File: config.mk
export PLATFORM = sky130hd
export DESIGN_NAME = mc_control_fsm
export DESIGN_NICKNAME = d
export VERILOG_FILES = /design/src/rtl/riscv_ctrl_pkg.sv /design/src/rtl/alu_decoder.sv /design/src/rtl/mc_control_fsm.sv
export SDC_FILE = /design/constraint.sdc
export NUM_CORES = 1
export LEC_CHECK = 0
export BUFFER_PORTS_ARGS = -buffer_cell sky130_fd_sc_hd__buf_2
export CORE_UTILIZATION = 55
export CTS_CLUSTER_DIAMETER = 80
export DETAILED_ROUTE_END_ITERATION = 8
export MAX_ROUTING_LAYER = met4
export PLACE_DENSITY = 0.81
export SYNTH_ARGS = -nofsm -noshare
export SYNTH_HDL_FRONTEND = slang
export SYNTH_HIERARCHICAL = 1
export SYNTH_SLANG_ARGS = --single-unit
File: constraint.sdc
create_clock -name clk -period 3.1 [get_ports clk]
set_input_delay 0.155 -clock clk [delete_from_list [all_inputs] [get_ports clk]]
set_output_delay 0.155 -clock clk [all_outputs]
set_load 0.1 [all_outputs]
File: src/rtl/riscv_ctrl_pkg.sv
// Shared control definitions for the RV32I sequencer and its ALU decoder.
package riscv_ctrl_pkg;

  localparam int unsigned OPCODE_W     = 7;
  localparam int unsigned FUNCT3_W     = 3;
  localparam int unsigned FUNCT7_W     = 7;
  localparam int unsigned ALU_CC_WIDTH = 4;

  // Sequencer states
  typedef enum logic [2:0] {
    ST_FETCH  = 3'd0,
    ST_DECODE = 3'd1,
    ST_EXEC   = 3'd2,
    ST_MEM    = 3'd3,
    ST_WB     = 3'd4,
    ST_TRAP   = 3'd5
  } state_t;

  // Supported major opcodes
  localparam logic [OPCODE_W-1:0] OP_R     = 7'b0110011;
  localparam logic [OPCODE_W-1:0] OP_I     = 7'b0010011;
  localparam logic [OPCODE_W-1:0] OP_LOAD  = 7'b0000011;
  localparam logic [OPCODE_W-1:0] OP_STORE = 7'b0100011;

  // funct3 selectors for the integer ALU group
  localparam logic [FUNCT3_W-1:0] F3_ADD_SUB = 3'b000;
  localparam logic [FUNCT3_W-1:0] F3_SLL     = 3'b001;
  localparam logic [FUNCT3_W-1:0] F3_SLT     = 3'b010;
  localparam logic [FUNCT3_W-1:0] F3_XOR     = 3'b100;
  localparam logic [FUNCT3_W-1:0] F3_SRL_SRA = 3'b101;
  localparam logic [FUNCT3_W-1:0] F3_OR      = 3'b110;
  localparam logic [FUNCT3_W-1:0] F3_AND     = 3'b111;

  // ALU control codes
  localparam logic [ALU_CC_WIDTH-1:0] ALU_AND = 4'b0000;
  localparam logic [ALU_CC_WIDTH-1:0] ALU_OR  = 4'b0001;
  localparam logic [ALU_CC_WIDTH-1:0] ALU_ADD = 4'b0010;
  localparam logic [ALU_CC_WIDTH-1:0] ALU_XOR = 4'b0011;
  localparam logic [ALU_CC_WIDTH-1:0] ALU_SUB = 4'b0110;
  localparam logic [ALU_CC_WIDTH-1:0] ALU_SLT = 4'b0111;
  localparam logic [ALU_CC_WIDTH-1:0] ALU_SLL = 4'b1000;
  localparam logic [ALU_CC_WIDTH-1:0] ALU_SRL = 4'b1001;
  localparam logic [ALU_CC_WIDTH-1:0] ALU_SRA = 4'b1010;

  // Instruction fields captured in DECODE
  typedef struct packed {
    logic [OPCODE_W-1:0] opcode;
    logic [FUNCT3_W-1:0] funct3;
    logic [FUNCT7_W-1:0] funct7;
  } inst_fields_t;

  // Opcodes the sequencer knows how to execute
  function automatic logic is_legal_op(input logic [OPCODE_W-1:0] op);
    return (op == OP_R) || (op == OP_I) || (op == OP_LOAD) || (op == OP_STORE);
  endfunction

  // Opcodes that need a data-memory access
  function automatic logic is_mem_op(input logic [OPCODE_W-1:0] op);
    return (op == OP_LOAD) || (op == OP_STORE);
  endfunction

endpackage

File: src/rtl/alu_decoder.sv
// Combinational opcode/funct -> ALU control code mapping.
// Loads and stores always add (address generation); R and I-ALU use funct3,
// with funct7[5] selecting SUB (R only) and SRA (R and I shifts).
module alu_decoder
  import riscv_ctrl_pkg::*;
(
  input  logic [OPCODE_W-1:0]     opcode_i,
  input  logic [FUNCT3_W-1:0]     funct3_i,
  input  logic [FUNCT7_W-1:0]     funct7_i,
  output logic [ALU_CC_WIDTH-1:0] alu_cc_c_o
);

  logic is_r_c;
  logic is_alu_c;
  logic alt_c;
  logic unused_funct7_c;

  assign is_r_c   = (opcode_i == OP_R);
  assign is_alu_c = is_r_c || (opcode_i == OP_I);
  assign alt_c    = funct7_i[5];

  // Only funct7[5] carries meaning for the supported instructions
  assign unused_funct7_c = ^{funct7_i[6], funct7_i[4:0]};

  // Select the ALU operation; anything unlisted falls back to ADD
  always_comb begin
    alu_cc_c_o = ALU_ADD;
    if (is_alu_c) begin
      case (funct3_i)
        F3_ADD_SUB: alu_cc_c_o = (is_r_c && alt_c) ? ALU_SUB : ALU_ADD;
        F3_SLL:     alu_cc_c_o = ALU_SLL;
        F3_SLT:     alu_cc_c_o = ALU_SLT;
        F3_XOR:     alu_cc_c_o = ALU_XOR;
        F3_SRL_SRA: alu_cc_c_o = alt_c ? ALU_SRA : ALU_SRL;
        F3_OR:      alu_cc_c_o = ALU_OR;
        F3_AND:     alu_cc_c_o = ALU_AND;
        default:    alu_cc_c_o = ALU_ADD;
      endcase
    end
  end

endmodule

File: src/rtl/mc_control_fsm.sv
// Multi-cycle RV32I control sequencer: FETCH -> DECODE -> EXEC -> [MEM] -> [WB].
// Control outputs are flops loaded from the next-state decode, so they carry
// no input-to-output path; only pc_write/ir_write follow inst_valid in FETCH.
module mc_control_fsm
  import riscv_ctrl_pkg::*;
#(
  parameter int unsigned ALU_CC_W = 4,
  parameter int unsigned CNT_W    = 32
) (
  input  logic                clk,
  input  logic                reset,
  input  logic [6:0]          opcode,
  input  logic [2:0]          funct3,
  input  logic [6:0]          funct7,
  input  logic                inst_valid,
  input  logic                mem_ready,
  output logic                pc_write,
  output logic                ir_write,
  output logic                reg_write,
  output logic                mem2reg,
  output logic                alu_src,
  output logic                mem_read,
  output logic                mem_write,
  output logic [ALU_CC_W-1:0] alu_cc,
  output logic                illegal,
  output logic [CNT_W-1:0]    retired
);

  state_t       state_q, state_d;
  inst_fields_t fields_q, fields_d;

  logic                    reg_write_q, reg_write_d;
  logic                    mem2reg_q, mem2reg_d;
  logic                    alu_src_q, alu_src_d;
  logic                    mem_read_q, mem_read_d;
  logic                    mem_write_q, mem_write_d;
  logic [ALU_CC_W-1:0]     alu_cc_q, alu_cc_d;
  logic                    illegal_q, illegal_d;
  logic [CNT_W-1:0]        retired_q;
  logic                    retire_c;
  logic [ALU_CC_WIDTH-1:0] dec_cc_c;
  logic                    ld_d, st_d;

  // ALU code for the fields that will be held next cycle
  alu_decoder u_alu_decoder (
    .opcode_i   (fields_d.opcode),
    .funct3_i   (fields_d.funct3),
    .funct7_i   (fields_d.funct7),
    .alu_cc_c_o (dec_cc_c)
  );

  // Next state and field capture
  always_comb begin
    state_d  = state_q;
    fields_d = fields_q;
    case (state_q)
      ST_FETCH: begin
        if (inst_valid) state_d = ST_DECODE;
      end
      ST_DECODE: begin
        fields_d = '{opcode: opcode, funct3: funct3, funct7: funct7};
        state_d  = is_legal_op(opcode) ? ST_EXEC : ST_TRAP;
      end
      ST_EXEC: begin
        state_d = is_mem_op(fields_q.opcode) ? ST_MEM : ST_WB;
      end
      ST_MEM: begin
        if (mem_ready) state_d = (fields_q.opcode == OP_LOAD) ? ST_WB : ST_FETCH;
      end
      ST_WB:   state_d = ST_FETCH;
      ST_TRAP: state_d = ST_TRAP;
      default: state_d = ST_FETCH;
    endcase
  end

  // An instruction completes when WB ends or a store's memory access finishes
  assign retire_c = (state_q == ST_WB) ||
                    ((state_q == ST_MEM) && mem_ready && (fields_q.opcode == OP_STORE));

  assign ld_d = (fields_d.opcode == OP_LOAD);
  assign st_d = (fields_d.opcode == OP_STORE);

  // Control values for the state being entered
  always_comb begin
    reg_write_d = 1'b0;
    mem2reg_d   = 1'b0;
    alu_src_d   = 1'b0;
    mem_read_d  = 1'b0;
    mem_write_d = 1'b0;
    alu_cc_d    = ALU_CC_W'(ALU_ADD);
    illegal_d   = 1'b0;
    case (state_d)
      ST_EXEC: begin
        alu_cc_d  = ALU_CC_W'(dec_cc_c);
        alu_src_d = (fields_d.opcode != OP_R);
      end
      ST_MEM: begin
        alu_src_d   = 1'b1;
        mem_read_d  = ld_d;
        mem_write_d = st_d;
      end
      ST_WB: begin
        reg_write_d = 1'b1;
        mem2reg_d   = ld_d;
        alu_cc_d    = ALU_CC_W'(dec_cc_c);
        alu_src_d   = (fields_d.opcode != OP_R);
      end
      ST_TRAP: illegal_d = 1'b1;
      default: ;
    endcase
  end

  // State, latched fields, control flops and retire counter
  always_ff @(posedge clk) begin
    if (reset) begin
      state_q     <= ST_FETCH;
      fields_q    <= '0;
      reg_write_q <= 1'b0;
      mem2reg_q   <= 1'b0;
      alu_src_q   <= 1'b0;
      mem_read_q  <= 1'b0;
      mem_write_q <= 1'b0;
      alu_cc_q    <= ALU_CC_W'(ALU_ADD);
      illegal_q   <= 1'b0;
      retired_q   <= '0;
    end else begin
      state_q     <= state_d;
      fields_q    <= fields_d;
      reg_write_q <= reg_write_d;
      mem2reg_q   <= mem2reg_d;
      alu_src_q   <= alu_src_d;
      mem_read_q  <= mem_read_d;
      mem_write_q <= mem_write_d;
      alu_cc_q    <= alu_cc_d;
      illegal_q   <= illegal_d;
      if (retire_c) retired_q <= retired_q + CNT_W'(1);
    end
  end

  assign pc_write  = (state_q == ST_FETCH) && inst_valid;
  assign ir_write  = (state_q == ST_FETCH) && inst_valid;
  assign reg_write = reg_write_q;
  assign mem2reg   = mem2reg_q;
  assign alu_src   = alu_src_q;
  assign mem_read  = mem_read_q;
  assign mem_write = mem_write_q;
  assign alu_cc    = alu_cc_q;
  assign illegal   = illegal_q;
  assign retired   = retired_q;

endmodule

== Word level (Yosys, flattened, before mapping) ==
Index checks and enable logic that the tools add are counted.

* Bits in registers: 62
* Input port bits: 21
* Word-level logic and storage cells: 73

* $add $sub $neg: 1
* Equal/unequal tests: 26
* Mux-type cells: 13
* Bitwise operators: 4
* Reductions and logical operators: 16

{| class="wikitable"
|+ Operators with widths
! operator !! count
|-
| $eq A7 B6 Y1 const B || 5
|-
| $add A32 B1 Y32 const B || 1
|-
| $pmux W4 S7 || 1
|-
| $eq A3 B3 Y1 const B || 8
|-
| $eq A7 B2 Y1 const B || 3
|-
| $mux W3 || 6
|-
| $mux W17 || 1
|-
| $eq A3 B2 Y1 const B || 5
|-
| $pmux W3 S5 || 1
|-
| $eq A7 B5 Y1 const B || 2
|-
| $ne A7 B6 Y1 const B || 1
|-
| $eq A3 B1 Y1 const B || 2
|-
| $logic_not A3 Y1 || 2
|-
| $logic_or A1 B1 Y1 || 6
|-
| $reduce_or A2 Y1 || 3
|-
| $logic_and A1 B1 Y1 || 4
|-
| $not A1 Y1 || 4
|-
| $reduce_or A3 Y1 || 1
|-
| $mux W1 || 2
|-
| $mux W2 || 1
|-
| $pmux W1 S2 || 1
|}

== Longest topological paths before layout ==
* Depth after elaboration: 10
* Gate-level depth with buffers: 11
* Mapped depth without buffers: 8

== Modules after synthesis ==
The synthesis kept the hierarchy.

{| class="wikitable"
|+ Modules (own cells, without submodules)
! module !! instances !! cells each !! area each (sq um) !! seq. area each (sq um)
|-
| mc_control_fsm || 1 || 342 || 2816.5 || 1241.2
|-
| alu_decoder || 1 || 12 || 87.6 || 0.0
|}

== Worst setup path before layout ==
No wires, ideal clock.

* Path kind: reg-to-output
* Start: reg state_q[1]
* End: out pc_write
* Arrival time: 3138 ps
* Slack: -193 ps
* Stages on the path, launching flop included: 4
* Path buffers: 1
* Cells stage by stage: dfxtp_1 > nand2b_1 > nor3_1 > buf_4

* Word-level cells in the longest chain between the ends: 2

{| class="wikitable"
|+ RTL lines
! element !! line !! source
|-
| from (decl) || mc_control_fsm.sv:29 || <nowiki>state_t state_q, state_d;</nowiki>
|-
| from (signal assigned) || mc_control_fsm.sv:127 || <nowiki>state_q <= state_d;</nowiki>
|-
| $logic_not A3 Y1 || n/a ||
|-
| $logic_and A1 B1 Y1 || n/a ||
|-
| to (decl) || mc_control_fsm.sv:17 || <nowiki>output logic pc_write,</nowiki>
|}

No other way between the ends.

== Worst setup path in the final report ==
* Start: reg state_q[1]
* End: reg retired_q[25], in the netlist retired[25]

* Word-level cells in the longest chain between the ends: 4

{| class="wikitable"
|+ RTL lines
! element !! line !! source
|-
| $eq A3 B2 Y1 || mc_control_fsm.sv:78 || <nowiki>((state_q == ST_MEM) && mem_ready && (fields_q.opcode == OP_STORE));</nowiki>
|-
| $logic_and A1 B1 Y1 (2 in a row) || mc_control_fsm.sv:78 ||
|-
| $logic_or A1 B1 Y1 * || mc_control_fsm.sv:77 || <nowiki>assign retire_c = (state_q == ST_WB) ||</nowiki>
|-
| to (signal assigned) || mc_control_fsm.sv:136 || <nowiki>if (retire_c) retired_q <= retired_q + CNT_W'(1);</nowiki>
|-
| to (decl) || mc_control_fsm.sv:39 || <nowiki>logic [CNT_W-1:0] retired_q;</nowiki>
|}

Every way passes the cells marked *; elsewhere a longest branch is shown, timed or not.
A chain may end at the register's enable or synchronous reset.

==> impl_metrics.json <==
{
  "series_of_cell_instances_along_the_critical_path": "nor4b_4, and4_1, o211ai_1, or4_1, a21oi_1",
  "critPathMaxFanout": 16,
  "detailedRoute.firstIterationViolations": 101,
  "clock_tree.htree_level_count": 2,
  "grt_max_degree": 28,
  "cellPowerDensity_mw_per_mm2": 498,
  "ctsResizeCount": 0,
  "syn-instance-count": 324,
  "synth_warnings": 6,
  "hpwlAfterDp_um": 4120,
  "finClkSkew_ps": 10.3,
  "maxSlewViolCount": 0,
  "num_io_pins": 65,
  "rsz0062_at_grt": "no",
  "num-nets-final": 394,
  "critical_path_launch_point_type": "register",
  "cts_tree": "yes",
  "layout-drive-gt1-share": 0.212,
  "period_needed_ps": 2500,
  "vdd_drop_max_uv": 320,
  "worstPathRequired_ps": 3350,
  "min_period_over_period": 0.806,
  "number_of_drc_violations_after_detailed_routing": 0,
  "timing.final.setup_violations": 0,
  "final_critical_path_setup_slack_ps": 603,
  "worst_pin_slew_ps": 953,
  "die_span_y_um": 71.8,
  "detail_route.wl_per_cell_um": 13.2,
  "cp_slowest_cell": "sky130_fd_sc_hd__or4_1",
  "pre_cts_ws_ps": 650,
  "vias_per_cell": 5.77,
  "min_delay_path_depth": 3,
  "grt_antenna_before_repair": 0,
  "tritoncts_num_sinks": 56,
  "clk_root_buffer_cell": "sky130_fd_sc_hd__clkbuf_8",
  "vias": 2464,
  "core.rowCount": 25,
  "post-cts-setup-buffer-count": 0,
  "synth_area_per_inst_um2": 8.27,
  "placement.cell_area_mm2": 0.00298,
  "io_buffer_count": 58,
  "hold_violations": 0,
  "holdCritPathClass": "in2reg",
  "cts.path.max_buffers": 2,
  "total_wire_length_after_detailed_routing_um": 5630,
  "die_width_um": 71.8,
  "gpl_congestion": 0.840,
  "maxCapViolations": 0,
  "synthToLayoutAreaGrowth_pct": 14.6,
  "timing.max_slew.rel_slack": 0.362,
  "syn-cell-area_mm2": 0.00268,
  "floorplan.initialDensity": 0.571,
  "worst_skew_pair.late_latency_ps": 320,
  "p_leak_nw": 1.25,
  "tns_ps": 0,
  "fp.coreArea_mm2": 0.00469,
  "grt_first_pass_wirelength_um": 9570,
  "vias_in_the_first_global_route": 2193,
  "drt_pre_antenna_iters": 4,
  "antenna-diode-count": 0,
  "cp-end-kind": "register",
  "synthesis.nets": 346,
  "numCtsBuffers": 5,
  "timing.setup.critical_path_class": "reg2reg",
  "cpPeakStageDelay_ps": 600,
  "status": "finished clean",
  "critical_path_arrival_ps": 2740,
  "global_route.overflow_total": 0,
  "design_area_mm2": 0.00307,
  "reg2regPathDepth": 5,
  "fmax_mhz": 400,
  "postRouteAntennaNets": 0,
  "post_cts_hold_buffer_count": 0,
  "floorplan.die_area_mm2": 0.00515,
  "grt_usage": 0.236,
  "clk_pin_slew_ps": 110
}
metrics by stage:
step	utilization	hold WS, ps	total power [mW]	std cells
floorplan	-	333	1.08	324
global placement	0.634	465	1.13	419
detailed placement	0.634	475	1.13	419
CTS	0.654	149	1.55	427
global route	0.654	190	1.61	427
finish	0.654	161	1.53	427
worst max-delay path, delay by kind of cell, from the launching register on:
family,cells,cell delay [ps]
AND/OR/NAND/NOR,3,1390
flip-flops,1,450
AO/OA/AOI/OAI,2,580
worst paths after layout:
path          startpoint          end  slack [ps]
max           state_q[1]  retired[25]         600
min            opcode[5]    mem_write         160
max reg2reg   state_q[1]  retired[25]         600
min reg2reg  retired[31]  retired[31]         490
where the power goes:
group	switching (mW)	total [mW]	leakage, nW	internal [mW]
clock network	0.249	0.414	0.0487	0.165
registers	0.0317	0.784	0.453	0.752
logic	0.243	0.333	0.744	0.0899
cell type report:
class                   count  area [um2]
flip-flops and latches     56        1120
clock inverters             3        26.3
well taps                  54        67.6
clock buffers               5        68.8
fillers                   408        1620
inverters                   7        26.3
repair buffers             60         305
multi-input cells         242        1460
layout by cell type (no fill, tap or decap), types with 2 or more instances in the layout:
master                       n
sky130_fd_sc_hd__buf_2      58
sky130_fd_sc_hd__dfxtp_1    56
sky130_fd_sc_hd__nand2_1    43
sky130_fd_sc_hd__a21oi_1    24
sky130_fd_sc_hd__nor2_1     19
sky130_fd_sc_hd__o21ai_0    19
sky130_fd_sc_hd__or3_1      16
sky130_fd_sc_hd__nor2b_1    13
sky130_fd_sc_hd__nand3_1    11
sky130_fd_sc_hd__nand4_1     8
sky130_fd_sc_hd__and3_1      8
sky130_fd_sc_hd__or4_1       7
sky130_fd_sc_hd__inv_1       6
sky130_fd_sc_hd__xnor2_1     6
sky130_fd_sc_hd__and2_1      6
sky130_fd_sc_hd__xor2_1      6
sky130_fd_sc_hd__o2111ai_1   5
sky130_fd_sc_hd__clkbuf_8    5
sky130_fd_sc_hd__nand3b_1    4
sky130_fd_sc_hd__a31oi_1     4
sky130_fd_sc_hd__nor3_1      4
sky130_fd_sc_hd__o211ai_1    4
sky130_fd_sc_hd__o31ai_1     4
sky130_fd_sc_hd__nand2b_1    3
sky130_fd_sc_hd__and4_1      3
sky130_fd_sc_hd__and3b_1     2
sky130_fd_sc_hd__a21boi_0    2
sky130_fd_sc_hd__a211o_1     2
sky130_fd_sc_hd__a211oi_1    2
sky130_fd_sc_hd__clkinv_4    2
sky130_fd_sc_hd__buf_4       2
flip-flops by register name (all words and copies together), names as in the netlist:
| name | cells |
|---|---|
| illegal | 1 |
| reg_write | 1 |
| fields_q | 11 |
| state_q | 3 |
| mem_read | 1 |
| alu_src | 1 |
| mem2reg | 1 |
| mem_write | 1 |
| alu_cc | 4 |
| retired | 32 |
layer usage:
metal  global-route usage  vias up  wire length (um)
li1                     -     1259                 -
met1                0.274     1150              2490
met2                0.409       48              2890
met3               0.0436        7               190
met4               0.0784        0                65
met5                    -        -                 0
No activity file was read; power rests on OpenSTA's default activity.
